==> config.mk <==
export PLATFORM = sky130hd
export DESIGN_NAME = frame_config_writer
export DESIGN_NICKNAME = d
export VERILOG_FILES = /design/src/rtl/frame_config_writer.sv
export SDC_FILE = /design/constraint.sdc
export NUM_CORES = 1
export LEC_CHECK = 0
export BUFFER_PORTS_ARGS = -buffer_cell sky130_fd_sc_hd__buf_4
export CELL_PAD_IN_SITES_DETAIL_PLACEMENT = 1
export CELL_PAD_IN_SITES_GLOBAL_PLACEMENT = 1
export CORE_AREA = 5 5 344 346
export CTS_CLUSTER_SIZE = 10
export DETAILED_ROUTE_END_ITERATION = 10
export DIE_AREA = 0 0 349 351
export PLACE_DENSITY_LB_ADDON = 0.1
export SLEW_MARGIN = 10
export SYNTH_ARGS = -nofsm -noshare
export SYNTH_HDL_FRONTEND = slang
export SYNTH_SLANG_ARGS = --single-unit
==> constraint.sdc <==
create_clock -name CLK -period 5.66 [get_ports CLK]
set_clock_uncertainty 0.2 [all_clocks]
set_input_delay 0.283 -clock CLK [delete_from_list [all_inputs] [get_ports CLK]]
set_output_delay 0.283 -clock CLK [all_outputs]
set_load 0.02 [all_outputs]
==> src/rtl/frame_config_writer.sv <==
// frame_config_writer
//   Configuration-side driver of the fabric frame protocol. Consumes a word stream
//   (header, then one data word per fabric row), loads the row FrameData registers
//   and fires a single-cycle one-hot FrameStrobe for the addressed column/frame.
//
// Ports
//   CLK          clock, all logic on the rising edge
//   reset        synchronous, active-high reset
//   s_data       stream word (header or row data)
//   s_valid      s_data valid
//   s_ready      writer can accept; a word transfers when s_valid && s_ready
//   FrameData    row r occupies bits [r*FrameBitsPerRow +: FrameBitsPerRow]
//   FrameStrobe  column c occupies bits [c*MaxFramesPerCol +: MaxFramesPerCol]
//   busy         high whenever the writer is not idle
//   err          sticky header error, cleared only by reset
//   frame_count  number of frames strobed, wraps at 16 bits
//
// Header word: [31:24] sync 8'hFA, [23:16] reserved, [15:8] column, [7:0] frame.
module frame_config_writer #(
    parameter int unsigned FrameBitsPerRow = 32,
    parameter int unsigned MaxFramesPerCol = 20,
    parameter int unsigned NumRows         = 16,
    parameter int unsigned NumCols         = 16
) (
    input  logic                                 CLK,
    input  logic                                 reset,
    input  logic [FrameBitsPerRow-1:0]           s_data,
    input  logic                                 s_valid,
    output logic                                 s_ready,
    output logic [NumRows*FrameBitsPerRow-1:0]   FrameData,
    output logic [NumCols*MaxFramesPerCol-1:0]   FrameStrobe,
    output logic                                 busy,
    output logic                                 err,
    output logic [15:0]                          frame_count
);

    localparam int unsigned RowW    = (NumRows > 1) ? $clog2(NumRows) : 1;
    localparam int unsigned StrobeW = NumCols * MaxFramesPerCol;
    localparam int unsigned DataW   = NumRows * FrameBitsPerRow;

    localparam logic [RowW-1:0]    LastRow   = RowW'(NumRows - 1);
    localparam logic [StrobeW-1:0] StrobeOne = StrobeW'(1);

    typedef enum logic [1:0] {
        StIdle,
        StLoad,
        StStrobe
    } state_e;

    state_e               state_q, state_d;
    logic [7:0]           col_q, col_d;
    logic [7:0]           frame_q, frame_d;
    logic [RowW-1:0]      row_q, row_d;
    logic [DataW-1:0]     data_q, data_d;
    logic [StrobeW-1:0]   strobe_q, strobe_d;
    logic                 err_q, err_d;
    logic [15:0]          frame_count_q, frame_count_d;

    logic                 xfer;
    logic                 hdr_ok;

    always_comb begin
        // Ready is forced low while reset is asserted so nothing is consumed then.
        s_ready = !reset && (state_q != StStrobe);
        xfer    = s_valid && s_ready;

        // Full 8-bit unsigned compares: out-of-range fields are errors, never truncated.
        hdr_ok = (s_data[31:24] == 8'hFA)
              && (32'(s_data[15:8]) < NumCols)
              && (32'(s_data[7:0]) < MaxFramesPerCol);

        state_d       = state_q;
        col_d         = col_q;
        frame_d       = frame_q;
        row_d         = row_q;
        data_d        = data_q;
        err_d         = err_q;
        frame_count_d = frame_count_q + 16'd1;

        unique case (state_q)
            StIdle: begin
                if (xfer) begin
                    if (hdr_ok) begin
                        col_d   = s_data[15:8];
                        frame_d = s_data[7:0];
                        row_d   = '0;
                        state_d = StLoad;
                    end else begin
                        err_d = 1'b1;
                    end
                end
            end
            StLoad: begin
                if (xfer) begin
                    data_d[32'(row_q)*FrameBitsPerRow +: FrameBitsPerRow] = s_data;
                    row_d = row_q + RowW'(1);
                    if (row_q == LastRow) begin
                        state_d = StStrobe;
                    end
                end
            end
            StStrobe: begin
                state_d = StIdle;
            end
            default: begin
                state_d = StIdle;
            end
        endcase

        // Strobe is registered alongside the state so it is high exactly in StStrobe.
        if (state_d == StStrobe) begin
            strobe_d = StrobeOne << (32'(col_q) * MaxFramesPerCol + 32'(frame_q));
        end else begin
            strobe_d = '0;
        end
    end

    always_ff @(posedge CLK) begin
        if (reset) begin
            state_q       <= StIdle;
            col_q         <= '0;
            frame_q       <= '0;
            row_q         <= '0;
            data_q        <= '0;
            strobe_q      <= '0;
            err_q         <= 1'b0;
            frame_count_q <= '0;
        end else begin
            state_q  <= state_d;
            col_q    <= col_d;
            frame_q  <= frame_d;
            row_q    <= row_d;
            data_q   <= data_d;
            strobe_q <= strobe_d;
            err_q    <= err_d;
            if (state_q == StStrobe) begin
                frame_count_q <= frame_count_d;
            end
        end
    end

    assign FrameData   = data_q;
    assign FrameStrobe = strobe_q;
    assign busy        = (state_q != StIdle);
    assign err         = err_q;
    assign frame_count = frame_count_q;

endmodule

==> results of run 1 <==
flip-flops by register name, indices dropped and copies added, names as in the netlist:
| register | flops |
|---|---|
| err | 1 |
| FrameData | 512 |
| frame_q | 8 |
| row_q | 4 |
| col_q | 8 |
| FrameStrobe | 320 |
| state_q | 2 |
| frame_count | 16 |
layer usage:
| layer | global-route usage (%) | vias to the layer above | share of wire [%] |
|---|---|---|---|
| met5 | 0 | - | 0.017 |
| met4 | 6.21 | 4 | 2.4 |
| met3 | 7.93 | 163 | 8.0 |
| met2 | 41.7 | 814 | 49 |
| met1 | 28.4 | 14200 | 40 |
| li1 | - | 13600 | - |
final timing paths:
kind / start / end / slack (ns)
max: col_q[1]$_SDFFE_PP0P_ / FrameStrobe[291]$_SDFF_PP0_ / 1.16
min: FrameData[454]$_SDFFE_PP0P_ / FrameData[454]$_SDFFE_PP0P_ / 0.25
max reg2reg: col_q[1]$_SDFFE_PP0P_ / FrameStrobe[291]$_SDFF_PP0_ / 1.16
min reg2reg: FrameData[454]$_SDFFE_PP0P_ / FrameData[454]$_SDFFE_PP0P_ / 0.25
where the power goes:
| part | internal [mW] | leakage [nW] | switching, mW |
|---|---|---|---|
| clock network | 3.50 | 1.48 | 2.72 |
| logic | 0.0435 | 7.85 | 0.203 |
| registers | 6.13 | 7.01 | 0.000310 |
| total | 9.67 | 16.3 | 2.93 |
critical path, stage by stage (launching register included):
cell       delay [ns]
dfxtp_1          0.35
ha_1             0.30
ha_1             0.17
inv_1            0.06
fa_1             0.47
inv_1            0.04
ha_1             0.35
o21ai_0          0.11
nor2_1           0.21
o22ai_1          0.15
or3_1            0.74
o2111ai_4        0.69
buf_4            0.39
nor4_1           0.09
final cells by class:
type                       instances  area share (%)
multi-input combinational       2343            29.5
timing repair buffer             980            17.6
tap                             1524            4.49
sequential                       871            41.0
antenna                            5          0.0294
inverter                          14           0.124
clock inverter                    12           0.471
clock buffer                     140            6.72
stage by stage:
stage	utilization (%)	setup WS, ns	area, um^2	instances
detailed placement	33.9	1.12	39100	5697
global route	36.9	0.857	42500	5886
floorplan	-	2.02	31300	3589
finish	36.9	1.16	42500	5889
CTS	36.9	1.12	42500	5884
global placement	33.9	1.16	39100	5697
kinds of logic after synthesis:
kind of cell    share of synthesized area, %
mux                                   0.0639
flops                                   55.7
compound gates                          11.3
buf+inv                                 4.95
xor+xnor                               0.615
simple gates                            26.4
fa+ha+maj                               1.01
cells in the mapped netlist (7+ instances only):
master / count
buf_2: 28
nor4_2: 17
xnor2_1: 10
ha_1: 22
buf_1: 7
o21a_1: 119
nor2_1: 366
clkbuf_1: 309
and3_1: 36
nor4_1: 56
nand2_1: 515
or3_1: 16
dfxtp_1: 871
o21ai_0: 20
nand3_1: 236
nor3_1: 304
inv_1: 13
nand4_1: 13
and2_1: 9
nor3_2: 82
nand2b_1: 16
a21oi_1: 410
buf_6: 13
xor2_1: 12
==> results.json, run 1 <==
{
  "crit_type": "reg2reg",
  "hold_buffers": 35,
  "arrival_ns": 4.82,
  "yosys_most_used_dff": "dfxtp_1",
  "multi_input_area_um2": 12500,
  "powerDensity_nw_per_um2": 297,
  "dieHeight_um": 351,
  "async_reset_ff_share_pct": 0,
  "gp_congestion": 0.778,
  "cts_buffers": 103,
  "num_rows": 125,
  "reg2reg_depth": 13,
  "syn_to_final_growth_pct": 35.7,
  "worstPathMaxFanout": 17,
  "clock_path_buffers": 3,
  "synth_top_area_share_pct": 55.7,
  "finalSetupTns_ns": 0,
  "die_w_um": 349,
  "grt_pass1_vias": 28700,
  "slew_headroom_pct": 18.8,
  "hold_path.class": "reg2reg",
  "path_clk_slew_ns": 0.06,
  "fillers": 13500,
  "synth-edff-count": 0,
  "mostFrequentLayoutCells": "buf_4, dfxtp_1, nand2_1, a21oi_1, nor2_1",
  "setup_viol": 0,
  "viasPerCell": 4.88,
  "drv_slew": 0,
  "required_ns": 5.99,
  "grt_use_total_pct": 24.0,
  "avgSynthCellArea_um2": 8.73,
  "leakagePower_nw": 16.3,
  "h-tree-depth": 3,
  "ir_worst_vdd_uv": 219,
  "worst_slew_pin_slew_ns": 1.21,
  "final_common_cell": "buf_4",
  "min_period_ns": 4.50,
  "final_hold_viol_count": 0,
  "syn_area_um2": 31300,
  "yosys-top-cells-area": "dfxtp_1, a21oi_1, nand2_1",
  "hold_ws_ns": 0.251,
  "io_buffers": 885,
  "pin_count": 886,
  "via_count": 28800,
  "hold_depth": 2,
  "initial_core_util_pct": 27.2,
  "drt_first_iter_violations": 1556,
  "drc": 0,
  "clock.fmax_mhz": 222,
  "yosysWarnings": 0,
  "post_cts_buffers": 0,
  "rsz0062_at_grt": "no",
  "worst_setup_path_start_kind": "register",
  "fin_nets": 4372,
  "seq_area_frac_synth_pct": 55.7,
  "grt_pass1_wl_um": 216000,
  "drive_above_1_share_pct": 28.3,
  "first_pass_iters": 5,
  "end_kind": "register",
  "status": "finished clean",
  "yosys_register_bits": 871,
  "drv_cap": 0,
  "register_area_um2": 17400,
  "power.total_mw": 12.6,
  "ant_nets": 0,
  "cts_resized": 0,
  "grt_overflow_total": 0,
  "syn_inst": 3589,
  "antenna_found_initial": 7,
  "core_area_um2": 115000,
  "synth_cell_type_count": 62,
  "numClockSinks": 871,
  "finalCritPeriodShare_pct": 79.5,
  "worstSkewPairLatency_ns": 0.69,
  "root_buffer": "clkbuf_16",
  "tritoncts": "yes",
  "wl_um": 155000,
  "synth_nets": 3648,
  "yosysTopAreaCell": "dfxtp_1",
  "wl_per_cell_um": 26.3,
  "dieArea_um2": 122000,
  "grt_max_degree": 200,
  "hpwl_um": 105000
}
(Power assumes the default switching activity.)
==> run 2: changes to the inputs <==
- clock period: 5.66 -> 3.95 ns (I/O delays scaled with it)
==> results.json, run 2 (synthesis results as in run 1) <==
{
  "via_count": 29100,
  "slowest_stage": "fa_1",
  "fin_nets": 4460,
  "ir_worst_vdd_uv": 305,
  "antenna_found_initial": 7,
  "grt_overflow_total": 0,
  "finalCritPeriodShare_pct": 95.1,
  "cts_buffers": 104,
  "setup_viol": 0,
  "r2r-end": "FrameStrobe[35]$_SDFF_PP0_",
  "grt_use_total_pct": 23.9,
  "drc": 0,
  "syn_to_final_growth_pct": 39.2,
  "pin_count": 886,
  "core_area_um2": 115000,
  "first_pass_iters": 7,
  "mostFrequentLayoutCells": "buf_4, dfxtp_1, nand2_1, a21oi_1, nor2_1",
  "gp_congestion": 0.801,
  "path_cells": "ha_1 -> ha_1 -> inv_1 -> fa_1 -> inv_1 -> ha_2 -> o21ai_0 -> nor2_2 -> o22ai_1 -> or3_1 -> buf_12 -> o2111ai_4 -> buf_12 -> nor3_1",
  "wl_per_cell_um": 25.9,
  "reg2reg_depth": 14,
  "dieHeight_um": 351,
  "rsz0062_at_grt": "no",
  "initial_core_util_pct": 27.2,
  "final_common_cell": "buf_4",
  "drv_slew": 0,
  "grt-busiest-layer": "met2",
  "largest_register_ffs": 512,
  "final_hold_viol_count": 0,
  "crit_type": "reg2reg",
  "hp-start": "FrameData[508]$_SDFFE_PP0P_",
  "tritoncts": "yes",
  "root_buffer": "clkbuf_16",
  "worst_slew_pin_slew_ns": 1.03,
  "grt_pass1_vias": 29100,
  "stdcell_area_um2": 43600,
  "use_met2_pct": 41.5,
  "fillers": 13400,
  "gr-usage-met3_pct": 6.88,
  "worstSkewPairLatency_ns": 0.68,
  "drive_above_1_share_pct": 30.1,
  "ant_nets": 0,
  "path_delay_family": "adder cells",
  "clock.fmax_mhz": 266,
  "slew_headroom_pct": 31.0,
  "worst-path-stages": 14,
  "hold_path.class": "reg2reg",
  "h-tree-depth": 3,
  "worstPathMaxFanout": 47,
  "clock_path_buffers": 3,
  "cp_num_buf_inv": 4,
  "wl_um": 155000,
  "arrival_ns": 4.09,
  "hold_depth": 2,
  "leakagePower_nw": 17.0,
  "rrSetupSlack_ns": 0.19,
  "end_kind": "register",
  "min_period_ns": 3.76,
  "grt_pass1_wl_um": 217000,
  "drt_first_iter_violations": 1333,
  "cpPeakStageDelay_ns": 0.47,
  "viasPerCell": 4.87,
  "postPlaceCellArea_um2": 39900,
  "min_to": "FrameData[508]$_SDFFE_PP0P_",
  "dieArea_um2": 122000,
  "finalSetupTns_ns": 0,
  "hpwl_um": 107000,
  "numClockSinks": 871,
  "status": "finished clean",
  "r2r-start": "col_q[3]$_SDFFE_PP0P_",
  "io_buffers": 885,
  "path_clk_slew_ns": 0.06,
  "required_ns": 4.28,
  "powerDensity_nw_per_um2": 416,
  "met1_usage_pct": 28.8,
  "grt_max_degree": 91,
  "drv_cap": 0,
  "worst_setup_path_start_kind": "register",
  "die_w_um": 349,
  "num_rows": 125
}
## run 2: cell count changes in the layout (fill, tap and decap cells not counted), sizes merged
cell,change
diode,-4
bufinv,+1
inv,+1
buf,+85
clkinv,-1
clkinvlp,+1
clkbuf,+1
## run 2: where the power goes
part,switching (mW),internal [mW]
registers,0.000473,8.79
logic,0.292,0.0666
clock network,3.84,5.15
total,4.14,14.0
## run 2: metal layers
layer	part of all wire, %	vias to the layer above
li1	-	13700
met1	41	14400
met2	49	803
met3	7.3	158
met4	2.7	0
met5	0	-
## run 2: worst reg2reg max path: stages (launching register included)
cell	delay [ns]
dfxtp_1	0.34
ha_1	0.29
ha_1	0.16
inv_1	0.05
fa_1	0.47
inv_1	0.04
ha_2	0.37
o21ai_0	0.11
nor2_2	0.18
o22ai_1	0.14
or3_1	0.41
buf_12	0.18
o2111ai_4	0.21
buf_12	0.27
nor3_1	0.18
## run 2: final cells by class
| class | count | area, um^2 | share of cell area (%) |
|---|---|---|---|
| Multi-Input combinational cell | 2343 | 12600 | 28.8 |
| Clock inverter | 14 | 213 | 0.488 |
| Timing Repair Buffer | 1067 | 8520 | 19.5 |
| Antenna cell | 1 | 2.50 | 0.00574 |
| Tap cell | 1524 | 1910 | 4.37 |
| Inverter | 14 | 52.6 | 0.120 |
| Clock buffer | 139 | 2900 | 6.66 |
| Sequential cell | 871 | 17400 | 40.0 |
## run 2: through the flow
stage / hold slack (ns) / std cells / worst slack (ns) / util (%) / total power [mW]
final: 0.248 / 5973 / 0.192 / 37.9 / 18.1
after detailed placement: 0.244 / 5766 / 0.102 / 34.7 / 9.32
after floorplan: 0.149 / 3589 / 0.311 / - / 9.11
after CTS: 0.196 / 5954 / 0.0182 / 37.7 / 18.4
after global routing: 0.250 / 5973 / 0.0127 / 37.9 / 18.8
after global placement: 0.239 / 5766 / 0.136 / 34.7 / 9.32
## run 2: worst max path at each step
| stage | startpoint | to | slack [ns] |
|---|---|---|---|
| floorplan | col_q[1]$_SDFFE_PP0P_ | FrameStrobe[19]$_SDFF_PP0_ | 0.31 |
| CTS | col_q[3]$_SDFFE_PP0P_ | FrameStrobe[288]$_SDFF_PP0_ | 0.02 |
| global placement | col_q[3]$_SDFFE_PP0P_ | FrameStrobe[291]$_SDFF_PP0_ | 0.14 |
| finish | col_q[3]$_SDFFE_PP0P_ | FrameStrobe[35]$_SDFF_PP0_ | 0.19 |
| global route | col_q[3]$_SDFFE_PP0P_ | FrameStrobe[291]$_SDFF_PP0_ | 0.01 |
| detailed placement | col_q[3]$_SDFFE_PP0P_ | FrameStrobe[291]$_SDFF_PP0_ | 0.10 |
## run 2: what timing repair did
action | CTS | global route
setup buffers | 0 | 16
gates resized for setup | 0 | 10
hold buffers | 35 | 0
endpoints found under the setup margin | 0 | 152
hold endpoints to repair | 435 | 0
